File: src/rtl/mips_alu_pkg.sv
// Shared definitions for the MIPS execute stage: ALU control codes and the
// multiply/divide sequencer state encoding.
package mips_alu_pkg;

  localparam logic [4:0] ALU_AND     = 5'd0;
  localparam logic [4:0] ALU_OR      = 5'd1;
  localparam logic [4:0] ALU_ADD     = 5'd2;
  localparam logic [4:0] ALU_DIV     = 5'd3;
  localparam logic [4:0] ALU_DIVU    = 5'd4;
  localparam logic [4:0] ALU_XOR     = 5'd5;
  localparam logic [4:0] ALU_SUB     = 5'd6;
  localparam logic [4:0] ALU_SLT     = 5'd7;
  localparam logic [4:0] ALU_SLTU    = 5'd8;
  localparam logic [4:0] ALU_SLL     = 5'd9;
  localparam logic [4:0] ALU_SRL     = 5'd10;
  localparam logic [4:0] ALU_MULT    = 5'd11;
  localparam logic [4:0] ALU_MULTU   = 5'd12;
  localparam logic [4:0] ALU_SLLV    = 5'd13;
  localparam logic [4:0] ALU_SRLV    = 5'd14;
  localparam logic [4:0] ALU_SRA     = 5'd15;
  localparam logic [4:0] ALU_SRAV    = 5'd16;
  localparam logic [4:0] ALU_INVALID = 5'd31;

  typedef enum logic [1:0] {
    MD_IDLE = 2'd0,
    MD_RUN  = 2'd1,
    MD_FIX  = 2'd2
  } md_state_t;

  // True for the control codes that are executed by the HI/LO unit.
  function automatic logic is_md_op(input logic [4:0] ctl);
    return (ctl == ALU_DIV) || (ctl == ALU_DIVU) ||
           (ctl == ALU_MULT) || (ctl == ALU_MULTU);
  endfunction

endpackage

File: src/rtl/md_step.sv
// One iteration of the multiply/divide datapath: a shift-add multiply step or
// a restoring divide step, chosen by mode_div.
module md_step #(
  parameter int WIDTH = 32
) (
  input  logic             mode_div,
  input  logic [WIDTH-1:0] acc_hi,
  input  logic [WIDTH-1:0] acc_lo,
  input  logic [WIDTH-1:0] operand,
  output logic [WIDTH-1:0] nxt_hi,
  output logic [WIDTH-1:0] nxt_lo
);

  logic [WIDTH:0] sum;
  logic [WIDTH:0] shifted;
  logic [WIDTH:0] diff;

  always_comb begin
    // Multiply: acc_lo holds the remaining multiplier bits, shifted out LSB first.
    sum     = {1'b0, acc_hi} + (acc_lo[0] ? {1'b0, operand} : '0);
    // Divide: acc_hi is the partial remainder, acc_lo the dividend/quotient.
    shifted = {acc_hi, acc_lo[WIDTH-1]};
    diff    = shifted - {1'b0, operand};
    if (mode_div) begin
      if (!diff[WIDTH]) begin
        nxt_hi = diff[WIDTH-1:0];
        nxt_lo = {acc_lo[WIDTH-2:0], 1'b1};
      end else begin
        nxt_hi = shifted[WIDTH-1:0];
        nxt_lo = {acc_lo[WIDTH-2:0], 1'b0};
      end
    end else begin
      nxt_hi = sum[WIDTH:1];
      nxt_lo = {sum[0], acc_lo[WIDTH-1:1]};
    end
  end

endmodule

File: src/rtl/mult_div_unit.sv
// Iterative MULT/MULTU/DIV/DIVU unit owning the HI/LO registers; one operand
// bit per cycle on magnitudes, with sign correction in a final FIX cycle.
module mult_div_unit
  import mips_alu_pkg::*;
#(
  parameter int WIDTH = 32
) (
  input  logic             clk,
  input  logic             rst_n,
  input  logic             start,
  input  logic [4:0]       alu_ctl,
  input  logic [WIDTH-1:0] op_a,
  input  logic [WIDTH-1:0] op_b,
  input  logic             hi_we,
  input  logic             lo_we,
  input  logic [WIDTH-1:0] wr_data,
  output logic             busy,
  output logic             done,
  output logic [WIDTH-1:0] hi,
  output logic [WIDTH-1:0] lo
);

  localparam int CNT_W = $clog2(WIDTH);
  localparam logic [CNT_W-1:0] CNT_LAST = CNT_W'(WIDTH - 1);

  // Handshake: start is a request sampled only while busy is low; an accepted
  // request raises busy on the next cycle and completes with a one-cycle done
  // pulse coincident with the HI/LO update and busy falling.
  md_state_t        state_q, state_d;
  logic [CNT_W-1:0] cnt_q, cnt_d;
  logic [WIDTH-1:0] acc_hi_q, acc_hi_d;
  logic [WIDTH-1:0] acc_lo_q, acc_lo_d;
  logic [WIDTH-1:0] operand_q, operand_d;
  logic             is_div_q, is_div_d;
  logic             neg_q, neg_d;
  logic             sign_a_q, sign_a_d;
  logic             dz_q, dz_d;
  logic [WIDTH-1:0] hi_q, hi_d;
  logic [WIDTH-1:0] lo_q, lo_d;
  logic             busy_q, busy_d;
  logic             done_q, done_d;

  logic [WIDTH-1:0]   step_hi, step_lo;
  logic               accept, signed_op, div_op, a_neg, b_neg;
  logic [WIDTH-1:0]   a_mag, b_mag;
  logic [2*WIDTH-1:0] prod, prod_fix;

  md_step #(.WIDTH(WIDTH)) u_step (
    .mode_div (is_div_q),
    .acc_hi   (acc_hi_q),
    .acc_lo   (acc_lo_q),
    .operand  (operand_q),
    .nxt_hi   (step_hi),
    .nxt_lo   (step_lo)
  );

  always_comb begin
    state_d   = state_q;
    cnt_d     = cnt_q;
    acc_hi_d  = acc_hi_q;
    acc_lo_d  = acc_lo_q;
    operand_d = operand_q;
    is_div_d  = is_div_q;
    neg_d     = neg_q;
    sign_a_d  = sign_a_q;
    dz_d      = dz_q;
    hi_d      = hi_q;
    lo_d      = lo_q;
    done_d    = 1'b0;

    accept    = (state_q == MD_IDLE) && start && is_md_op(alu_ctl);
    signed_op = (alu_ctl == ALU_DIV) || (alu_ctl == ALU_MULT);
    div_op    = (alu_ctl == ALU_DIV) || (alu_ctl == ALU_DIVU);
    a_neg     = signed_op && op_a[WIDTH-1];
    b_neg     = signed_op && op_b[WIDTH-1];
    a_mag     = a_neg ? -op_a : op_a;
    b_mag     = b_neg ? -op_b : op_b;
    prod      = {acc_hi_q, acc_lo_q};
    prod_fix  = neg_q ? -prod : prod;

    unique case (state_q)
      MD_IDLE: begin
        if (accept) begin
          state_d   = MD_RUN;
          cnt_d     = '0;
          is_div_d  = div_op;
          neg_d     = a_neg ^ b_neg;
          sign_a_d  = a_neg;
          dz_d      = (op_b == '0);
          acc_hi_d  = '0;
          acc_lo_d  = div_op ? a_mag : b_mag;
          operand_d = div_op ? b_mag : a_mag;
        end else begin
          if (hi_we) hi_d = wr_data;
          if (lo_we) lo_d = wr_data;
        end
      end
      MD_RUN: begin
        acc_hi_d = step_hi;
        acc_lo_d = step_lo;
        cnt_d    = cnt_q + 1'b1;
        if (cnt_q == CNT_LAST) state_d = MD_FIX;
      end
      MD_FIX: begin
        // A zero divisor leaves quotient all-ones and remainder |a|; restoring
        // a's sign on the remainder yields the raw dividend in HI.
        if (is_div_q) begin
          lo_d = (neg_q && !dz_q) ? -acc_lo_q : acc_lo_q;
          hi_d = sign_a_q ? -acc_hi_q : acc_hi_q;
        end else begin
          hi_d = prod_fix[2*WIDTH-1:WIDTH];
          lo_d = prod_fix[WIDTH-1:0];
        end
        done_d  = 1'b1;
        state_d = MD_IDLE;
      end
      default: state_d = MD_IDLE;
    endcase

    busy_d = (state_d != MD_IDLE);
  end

  always_ff @(posedge clk) begin
    if (!rst_n) begin
      state_q   <= MD_IDLE;
      cnt_q     <= '0;
      acc_hi_q  <= '0;
      acc_lo_q  <= '0;
      operand_q <= '0;
      is_div_q  <= 1'b0;
      neg_q     <= 1'b0;
      sign_a_q  <= 1'b0;
      dz_q      <= 1'b0;
      hi_q      <= '0;
      lo_q      <= '0;
      busy_q    <= 1'b0;
      done_q    <= 1'b0;
    end else begin
      state_q   <= state_d;
      cnt_q     <= cnt_d;
      acc_hi_q  <= acc_hi_d;
      acc_lo_q  <= acc_lo_d;
      operand_q <= operand_d;
      is_div_q  <= is_div_d;
      neg_q     <= neg_d;
      sign_a_q  <= sign_a_d;
      dz_q      <= dz_d;
      hi_q      <= hi_d;
      lo_q      <= lo_d;
      busy_q    <= busy_d;
      done_q    <= done_d;
    end
  end

  assign busy = busy_q;
  assign done = done_q;
  assign hi   = hi_q;
  assign lo   = lo_q;

endmodule

File: config.mk
export PLATFORM = sky130hd
export DESIGN_NAME = mult_div_unit
export DESIGN_NICKNAME = d
export VERILOG_FILES = /design/src/rtl/mips_alu_pkg.sv /design/src/rtl/md_step.sv /design/src/rtl/mult_div_unit.sv
export SDC_FILE = /design/constraint.sdc
export NUM_CORES = 1
export LEC_CHECK = 0
export CAP_MARGIN = 20
export CORE_UTILIZATION = 52
export DETAILED_ROUTE_END_ITERATION = 10
export MAX_ROUTING_LAYER = met4
export PLACE_DENSITY = 0.78
export SYNTH_ARGS = -nofsm -noshare
export SYNTH_HDL_FRONTEND = slang
export SYNTH_SLANG_ARGS = --single-unit
export TNS_END_PERCENT = 10
File: constraint.sdc
create_clock -name clk -period 3.15 [get_ports clk]
set_input_delay 0.63 -clock clk [delete_from_list [all_inputs] [get_ports clk]]
set_output_delay 0.63 -clock clk [all_outputs]
set_load 0.005 [all_outputs]
==> flow_metrics.env <==
export IMPL_grt_first_pass_wirelength_um=88700
export IMPL_netSwitchingFraction_pct=33.1
export IMPL_clkSinkCount=173
export IMPL_layout_drive_gt1_share_pct=19.9
export IMPL_grt_overflow_total=0
export IMPL_mostFrequentLayoutCells="315 x buf_4, 213 x nand2_1, 195 x a21oi_1"
export IMPL_layout_cells_non_filler=2808
export IMPL_final_max_slew_violation_count=0
export IMPL_detail_route_antenna_nets=0
export IMPL_power_frac_clock_pct=34.3
export IMPL_root_buffer_cell="clkbuf_16"
export IMPL_synth_seq_cells=173
export IMPL_worst_hold_path_endpoint="lo[29]"
export IMPL_timing_final_setup_violations=4
export IMPL_final_min_clock_period_ns=3.28
export IMPL_slew_limit_headroom_pct=41.3
export IMPL_finalInstanceArea_um2=20200
export IMPL_dp_cells=2764
export IMPL_grt_max_degree=51
export IMPL_syn_inst=2031
export IMPL_critPathArrivalTime_ns=3.61
export IMPL_power_per_cell_area_nw_per_um2=312
export IMPL_area_of_the_die_um2=28900
export IMPL_worst_skew_pair_late_latency_ns=0.46
export IMPL_die_height_um=170
export IMPL_leading_cell_type_in_the_layout_fill_and_taps_excluded="buf_4"
export IMPL_ir_drop_v=0.000282
export IMPL_worstSetupPathType="register to register"
export IMPL_place_detailed_hpwl_um=46000
export IMPL_synth_yosys_seq_area_share_pct=23.6
export IMPL_initial_cell_density_of_the_core_pct=52.9
export IMPL_timing_hold_worst_class="register to register"
export IMPL_pin_count=172
export IMPL_report_final_hold_viol_count=0
export IMPL_grt_setup_unrepaired="yes"
export IMPL_finalWirelength_um=59000
export IMPL_dpl_cell_area_um2=18900
export IMPL_internal_power_mw=4.22
export IMPL_post_drt_wl_per_cell_um=21.0
export IMPL_combinationalPowerShare_pct=28.7
export IMPL_worst_r2r_setup_slack_ns=-0.13
export IMPL_clock_fmax_mhz=304
export IMPL_initial_antenna_violation_count=1
export IMPL_rr_startpoint="acc_lo_q[0]"
export IMPL_route_detailed_drc=0
export IMPL_violations="setup timing"
export IMPL_synth_edf_count=0
export IMPL_core_rowCount=61
export IMPL_vias_per_cell=6.17
export IMPL_tightestPinTransition_ns=0.880
export IMPL_min_delay_path_depth=2
export IMPL_htreeDepth=4
export IMPL_dr_pass1_iters=6
export IMPL_fin_worst_skew_ns=0.0133
export IMPL_gr_usage_all_layers_pct=40.8
export IMPL_setup_worst_path_end_class="register"
export IMPL_cts_root_to_sink_buffers=2
export IMPL_dpl_worst_slack_ns=-0.400
export IMPL_floorplan_die_width_um=170
export IMPL_crit_fanout=6
export IMPL_tritoncts_buffers=17
export IMPL_post_route_fraction_of_the_period_consumed_by_the_critical_path_pct=104
export IMPL_cp_data_required_time_ns=3.48
export IMPL_synth_async_sr_flop_share_pct=0
export IMPL_worstReg2RegEnd="acc_hi_q[28]"
export IMPL_finalSetupTns_ns=-0.223
export IMPL_postSynthAreaPerCell_um2=7.23
export IMPL_synth_distinct_cells=74
export IMPL_num_nets_final=2594
export IMPL_reg2regPathDepth=13
export IMPL_buffer_ports_inserted=171
export IMPL_ctsHoldBuffers=0
export IMPL_synth_net_count=2209
export IMPL_setup_worst_path_start_class="register"
export IMPL_run_status="complete, but fails checks"
export IMPL_placer_congestion=1.02
export IMPL_critical_path_s_slowest_cell="or4_4"
export IMPL_flow_area_growth_from_synthesis_pct=37.7
export IMPL_seq_power_share_pct=37.0
export IMPL_critical_path_top_delay_family="simple AND/OR/NAND/NOR gates"
export IMPL_drt_iter0_drc=1850
export IMPL_timing_hold_worst_start="lo[29]"
export IMPL_number_of_maximum_capacitance_constraint_violations=0
export IMPL_coreArea_um2=27800
export IMPL_switching_power_mw=2.09
export IMPL_timing_critical_path_cells="clkinvlp_4 > buf_12 > nor2_2 > ha_4 > a21oi_2 > nor2b_4 > or4_4 > nand2_4 > o32a_1 > nand2b_1 > a221oi_2 > xor2_1 > o221ai_1"
export IMPL_cpPeakStageDelay_ns=0.57
export IMPL_first_global_vias=16067
export IMPL_post_route_worst_setup_slack_ns=-0.134
export IMPL_dr_total_vias=17333
export IMPL_clk_pin_slew_ns=0.08
export IMPL_static_leakage_nw=8.03
export IMPL_cp_buffers_inverters=2
export IMPL_postSynth_topFlopCell="dfxtp_1"
export IMPL_clock_tree_from_tritoncts="yes"
export IMPL_synth_yosys_warnings=0
export IMPL_synth_cell_area_um2=14700
==> final cells by class <==
class	count	area, um^2
multi-input combinational	1658	11100
inverter	63	240
sequential	173	3470
timing repair buffer	503	4380
tap	378	473
clock buffer	18	439
antenna	1	2.50
clock inverter	14	150
fill	2251	7570
==> Yosys cell counts, types with 4 or more instances <==
library cell    n  area [um^2]
or4_1          10         75.1
o311a_1         4         40.0
a21boi_0       32          240
nor2_1        193          724
xnor2_1       100          876
a2111oi_0       4         35.0
a21o_1         18          135
nand2b_1       21          131
buf_1          10         37.5
and3_1         17          106
mux2i_1        57          571
nand2_1       216          811
or3_1          15         93.8
a221oi_1        6         52.6
o211ai_1       34          255
and2_1         20          125
o21bai_1        8         60.1
o21ai_0       142          711
xor2_1         69          604
inv_1          63          236
o221ai_1       27          236
nor3_1         39          195
clkbuf_1      120          450
o211a_1         4         40.0
o41ai_1        13          114
or2_2           6         37.5
nand4_1        13         81.3
o21a_1          9         67.6
a21oi_1       211         1060
nor2b_1        58          363
dfxtp_1       173         3460
nand3_1        54          270
a22oi_1        19          143
a31oi_1        23          144
buf_2           5         25.0
a311oi_1        4         35.0
nor4_1         19          119
a211oi_1       36          270
o21ai_1         4         20.0
o31ai_1        28          210
nand3b_1        6         45.0
ha_1           70          876
nor3b_1         5         37.5
==> power by group through the flow <==
stage          registers, mW  clock network, mW  logic, mW
6_report                2.33               2.16       1.81
5_1_grt                 2.34               2.24       1.93
4_1_cts                 2.33               2.16       1.75
3_5_place_dp            2.38                  0       1.73
3_3_place_gp            2.37                  0       1.70
2_1_floorplan           2.37                  0      0.892
==> state kept, by name (all words and copies together) (netlist names), 2 cells and up <==
signal	flops
cnt_q	5
lo	32
hi	32
acc_hi_q	32
acc_lo_q	32
operand_q	32
state_q	2
==> logic make-up after synthesis <==
| kind of cell | synth area share (%) |
|---|---|
| multiplexers | 4.04 |
| flip-flops | 23.6 |
| adder cells (fa/ha/maj) | 6.24 |
| buffers and inverters | 5.22 |
| XOR/XNOR | 10.1 |
| AO/OA/AOI/OAI | 28.1 |
| AND/OR/NAND/NOR | 22.8 |
==> worst max path at each step <==
stage | startpoint | to | slack [ns] | cells past startpoint
after floorplan | op_b[10] | operand_q[28] | -0.02 | 10
after global placement | op_b[10] | operand_q[28] | -0.40 | 11
after detailed placement | op_b[10] | operand_q[28] | -0.40 | 11
after CTS | acc_lo_q[0] | acc_hi_q[24] | -0.04 | 14
after global routing | acc_lo_q[0] | acc_hi_q[28] | -0.20 | 13
final | acc_lo_q[0] | acc_hi_q[28] | -0.13 | 13
==> layer usage <==
layer | global-route usage, % | vias up | part of all wire [%]
met5 | - | - | 0
met3 | 6.70 | 146 | 8.7
met2 | 64.6 | 888 | 46
met4 | 18.2 | 0 | 4.3
li1 | - | 8069 | -
met1 | 51.0 | 8230 | 41
==> worst reg2reg max path, delay by kind of cell (launching register included) <==
| kind | cells | cell delay [ns] |
|---|---|---|
| AND/OR/NAND/NOR | 5 | 1.05 |
| AO/OA/AOI/OAI | 4 | 0.94 |
| flip-flops | 1 | 0.38 |
| XOR/XNOR | 1 | 0.29 |
| buffers and inverters | 2 | 0.27 |
| adder cells (fa/ha/maj) | 1 | 0.24 |
==> stage by stage <==
stage	utilization, %	hold slack (ns)	total power, mW
2_1_floorplan	-	0.423	3.26
3_3_place_gp	68.1	0.437	4.08
3_5_place_dp	68.1	0.457	4.11
4_1_cts	70.6	0.469	6.23
5_1_grt	72.8	0.488	6.51
6_report	72.8	0.466	6.31
==> what timing repair did <==
action,in CTS,in global routing
endpoints found under the hold margin,0,0
gates cloned,0,1
gates resized for setup,28,110
pin swaps,8,39
buffers inserted,0,10
setup endpoints to repair,33,62
Power figures use the tool's default switching activity.
